### config.mk
export PLATFORM = sky130hd
export DESIGN_NAME = o_serdes_clk_mc
export DESIGN_NICKNAME = d
export VERILOG_FILES = /design/src/rtl/o_serdes_clk_mc.sv
export SDC_FILE = /design/constraint.sdc
export NUM_CORES = 1
export LEC_CHECK = 0
export ABC_CLOCK_PERIOD_IN_PS = 1300
export CAP_MARGIN = 30
export CORE_ASPECT_RATIO = 1.2
export CORE_UTILIZATION = 45
export CTS_CLUSTER_SIZE = 8
export DETAILED_ROUTE_END_ITERATION = 8
export PLACE_DENSITY_LB_ADDON = 0.2
export SKIP_LAST_GASP = 1
export SLEW_MARGIN = 20
export SYNTH_ARGS = -nofsm -noshare
export SYNTH_HDL_FRONTEND = slang
export SYNTH_SLANG_ARGS = --single-unit
### constraint.sdc
create_clock -name PLL_CLK -period 1.3 [get_ports PLL_CLK]
set_input_delay 0.26 -clock PLL_CLK [delete_from_list [all_inputs] [get_ports PLL_CLK]]
set_output_delay 0.26 -clock PLL_CLK [all_outputs]
set_load 0.005 [all_outputs]
### src/rtl/o_serdes_clk_mc.sv
// rtl/o_serdes_clk_mc.sv - multi-channel forwarded-clock generator: integer division, quarter-period phase, glitch-free gating
module o_serdes_clk_mc #(
    parameter int NUM_CH    = 2,
    parameter int DIV       = 2,
    parameter     DATA_RATE = "SDR",
    parameter int LOCK_WAIT = 256
) (
    input  logic                  PLL_CLK,
    input  logic                  RST,
    input  logic                  PLL_LOCK,
    input  logic [NUM_CH-1:0]     CLK_EN,
    input  logic [2*NUM_CH-1:0]   PHASE,
    output logic [NUM_CH-1:0]     OUTPUT_CLK,
    output logic                  READY
);

    localparam bit IS_DDR = (DATA_RATE == "DDR");
    localparam int P      = IS_DDR ? 4 * DIV : 2 * DIV;
    localparam int CW     = $clog2(P);
    localparam int WW     = $clog2(LOCK_WAIT + 1);

    localparam logic [CW-1:0] P_M1  = CW'(P - 1);
    localparam logic [CW-1:0] P_C   = CW'(P);
    localparam logic [CW-1:0] HALF  = CW'(P / 2);
    localparam logic [CW-1:0] QTR   = CW'(P / 4);
    localparam logic [WW-1:0] LW_M1 = WW'(LOCK_WAIT - 1);

    if ((DATA_RATE != "SDR") && (DATA_RATE != "DDR")) begin : g_bad_rate
        $error("o_serdes_clk_mc: DATA_RATE must be \"SDR\" or \"DDR\"");
    end
    if ((DIV < 2) || (DIV % 2 != 0)) begin : g_bad_div
        $error("o_serdes_clk_mc: DIV must be even and >= 2");
    end
    if (LOCK_WAIT < 2) begin : g_bad_wait
        $error("o_serdes_clk_mc: LOCK_WAIT must be >= 2");
    end
    if ((NUM_CH < 1) || (NUM_CH > 16)) begin : g_bad_ch
        $error("o_serdes_clk_mc: NUM_CH must be 1..16");
    end

    typedef enum logic [1:0] {
        ST_IDLE,
        ST_WAIT,
        ST_RUN
    } state_t;

    state_t                        state;
    state_t                        state_nxt;
    logic [WW-1:0]                 wcnt;
    logic [CW-1:0]                 cnt;
    logic [NUM_CH-1:0]             gate;
    logic [NUM_CH-1:0][1:0]        ph;
    logic [NUM_CH-1:0][CW-1:0]     off;
    logic [NUM_CH-1:0][CW-1:0]     pos;

    always_ff @(posedge PLL_CLK) begin
        if (RST) begin
            state <= ST_IDLE;
            READY <= 1'b0;
        end else begin
            state <= state_nxt;
            READY <= (state_nxt == ST_RUN);
        end
    end

    // Lock loss overrides every other transition.
    always_comb begin
        state_nxt = state;
        if (!PLL_LOCK) begin
            state_nxt = ST_IDLE;
        end else begin
            case (state)
                ST_IDLE: state_nxt = ST_WAIT;
                ST_WAIT: if (wcnt == LW_M1) state_nxt = ST_RUN;
                ST_RUN:  state_nxt = ST_RUN;
                default: state_nxt = ST_IDLE;
            endcase
        end
    end

    always_ff @(posedge PLL_CLK) begin
        if (RST || (state != ST_WAIT)) begin
            wcnt <= '0;
        end else begin
            wcnt <= wcnt + WW'(1);
        end
    end

    always_ff @(posedge PLL_CLK) begin
        if (RST || (state != ST_RUN)) begin
            cnt <= '0;
        end else if (cnt == P_M1) begin
            cnt <= '0;
        end else begin
            cnt <= cnt + CW'(1);
        end
    end

    // Position within each channel's own period; the wrap add is exact modulo 2**CW.
    always_comb begin
        off = '0;
        pos = '0;
        for (int i = 0; i < NUM_CH; i++) begin
            off[i] = CW'(ph[i]) * QTR;
            pos[i] = (cnt >= off[i]) ? (cnt - off[i]) : (cnt + P_C - off[i]);
        end
    end

    always_ff @(posedge PLL_CLK) begin
        if (RST) begin
            gate       <= '0;
            ph         <= '0;
            OUTPUT_CLK <= '0;
        end else begin
            for (int i = 0; i < NUM_CH; i++) begin
                if (!gate[i]) begin
                    ph[i] <= PHASE[2*i +: 2];
                end
                if (state != ST_RUN) begin
                    gate[i] <= 1'b0;
                end else if (pos[i] == P_M1) begin
                    gate[i] <= CLK_EN[i];
                end
                OUTPUT_CLK[i] <= (state == ST_RUN) && gate[i] && (pos[i] < HALF);
            end
        end
    end

endmodule

==> impl_metrics.json <==
{
  "die_y_um": 51.1,
  "fin_nets": 132,
  "path_class": "reg2reg",
  "fmaxAchievable_ghz": 0.735,
  "yosysWarnings": 0,
  "gp_congestion": 0.769,
  "cts_tree": "yes",
  "syn_to_final_growth_pct": 35.0,
  "io_buffers": 11,
  "dieWidth_um": 42.9,
  "via_count": 707,
  "synth-async-reset-ratio_pct": 0,
  "diodes": 0,
  "ys_ff_latch": 22,
  "gr-usage-met1_pct": 17.8,
  "setup_viol": 2,
  "cts_buffers": 3,
  "final_area_um2": 1220,
  "status": "finished, violations left",
  "synth_area_um2": 905,
  "wirelength_um": 1590,
  "synth_edf_count": 0,
  "place_area_um2": 1110,
  "htreeDepth": 1,
  "final_cells": 135,
  "relSlewSlack_pct": 79.6,
  "syn_avg_cell_area_um2": 9.94,
  "met3_usage_pct": 2.12,
  "worst_setup_path_start_kind": "flop",
  "cp.required_ps": 1540,
  "grt_pass1_wl_um": 2700,
  "top_usage_layer": "met2",
  "antenna_found_initial": 0,
  "synth_nets": 105,
  "powerDensity_nw_per_um2": 872,
  "layout_commonest_cell": "dfxtp_1",
  "layout-drive-gt1-share_pct": 28.4,
  "hold_viol": 0,
  "cts_buffer_depth": 2,
  "yosysSeqAreaShare_pct": 48.7,
  "grt_overflow": 0,
  "finalSetupTns_ps": -120,
  "final_antenna_net_count": 0,
  "violations": "negative setup slack",
  "rows": 17,
  "place_inst": 130,
  "synth_area_leaders": "dfxtp_1, ha_1, mux2i_1, nor2_1, xnor2_1",
  "cts.sinks": 22,
  "wl_per_cell_um": 11.8,
  "dp_hpwl_um": 1180,
  "rsz0062_at_grt": "yes",
  "core_um2": 1870,
  "crit_path_end_kind": "flop",
  "postCtsHoldBufs": 0,
  "holdCritPathClass": "reg2reg",
  "p_leak_nw": 0.474,
  "worst_slew_pin_slew_ps": 305,
  "drt_pass1_iterations": 3,
  "drc": 0,
  "use_met2_pct": 29.8,
  "crit_fanout": 2,
  "drv_cap": 0,
  "clk_latency_ps": 290,
  "first_global_vias": 696,
  "grt_max_degree": 12,
  "synthFlopType": "dfxtp_1",
  "fin_ws_ps": -60.1,
  "pin_count": 12,
  "drt_iter0_drc": 7,
  "cts_root_buf": "clkbuf_4",
  "layout_common_cells": "dfxtp_1, nor2_1, buf_4",
  "fin_hold_ws_ps": 511,
  "synthCells": 91,
  "synth_area_leader_cell": "dfxtp_1",
  "power.total_mw": 1.06,
  "rrSetupSlack_ps": -60,
  "finClkSkew_ps": 4.26,
  "fin_crit_ps": 1360,
  "yosysUniqueCellTypes": 28,
  "grt_usage_pct": 16.1,
  "yosysTopAreaCellShare_pct": 48.7,
  "maxSlewViolCount": 0,
  "num-fill-cells": 156,
  "clk_pin_slew_ps": 110,
  "crit_arrival_ps": 1600,
  "routed_via_density": 5.24,
  "period_share_pct": 105,
  "initial_utilization_pct": 48.3,
  "ir_worst_vdd_mv": 0.720,
  "die_area_um2": 2190
}
metal layers:
metal  share of wire [%]  vias to the layer above
li1                    -                      363
met1                  42                      333
met2                  55                        9
met3                 2.0                        2
met4                0.75                        0
met5                   0                        -
worst paths after layout:
check / from / endpoint / cells past startpoint
max reg2reg: wcnt[1]$_SDFF_PP0_ / READY$_SDFF_PP0_ / 7
min reg2reg: wcnt[7]$_SDFF_PP0_ / wcnt[7]$_SDFF_PP0_ / 2
max: wcnt[1]$_SDFF_PP0_ / READY$_SDFF_PP0_ / 7
min: wcnt[7]$_SDFF_PP0_ / wcnt[7]$_SDFF_PP0_ / 2
worst max-delay path: stages (launching register included):
cell,delay (ps)
dfxtp_2,370
ha_4,140
nand4_1,90
nor2_1,120
ha_2,180
nand2_2,50
mux2_4,270
nor2_1,90
cell type report:
type	instances	area (um2)	area share [%]
flip-flops and latches	22	444	36.4
multi-input cells	65	523	42.8
repair buffers	23	196	16.1
clock buffers	3	22.5	1.84
inverters	3	11.3	0.922
well taps	19	23.8	1.95
cell families after synthesis:
group           Yosys count  share of synthesized area [%]
compound gates            8                           5.26
xor+xnor                  6                           7.33
fa+ha+maj                 5                           6.92
buf+inv                   4                           1.66
flops                    22                           48.7
mux                       7                           7.88
simple gates             39                           22.3
registers in the layout, summed over array words and instances (netlist names):
signal and count:
wcnt 9, ph 4, OUTPUT_CLK 2, cnt 2, gate 2, state 2
READY 1
report_power, final:
group / switching [mW] / internal, mW / leakage, nW
clock network: 0.179 / 0.108 / 0.0138
registers: 0.00973 / 0.684 / 0.180
logic: 0.0291 / 0.0544 / 0.280
total: 0.218 / 0.846 / 0.474
per-stage QoR:
| stage | worst slack (ps) | utilization, % |
|---|---|---|
| 3_5_place_dp | -91.8 | 59.5 |
| 6_report | -60.1 | 65.2 |
| 2_1_floorplan | 1.38 | - |
| 4_1_cts | -63.0 | 62.1 |
| 3_3_place_gp | -76.2 | 59.5 |
| 5_1_grt | -158 | 65.2 |
Yosys cell counts, drive strengths merged, types with 2 or more instances:
cell type  count
a21oi          3
ha             5
inv            3
dfxtp         22
nor3b          4
nand2          7
xnor2          3
or3            2
nand3          4
nor2          15
o31ai          2
xor2           2
o21ai          2
mux2i          6
timing repair:
item	in CTS	in global routing
resized for setup	8	11
pin swaps	3	4
setup buffers	1	1
setup endpoints to repair	6	6
No activity file was read; power rests on OpenSTA's default activity.
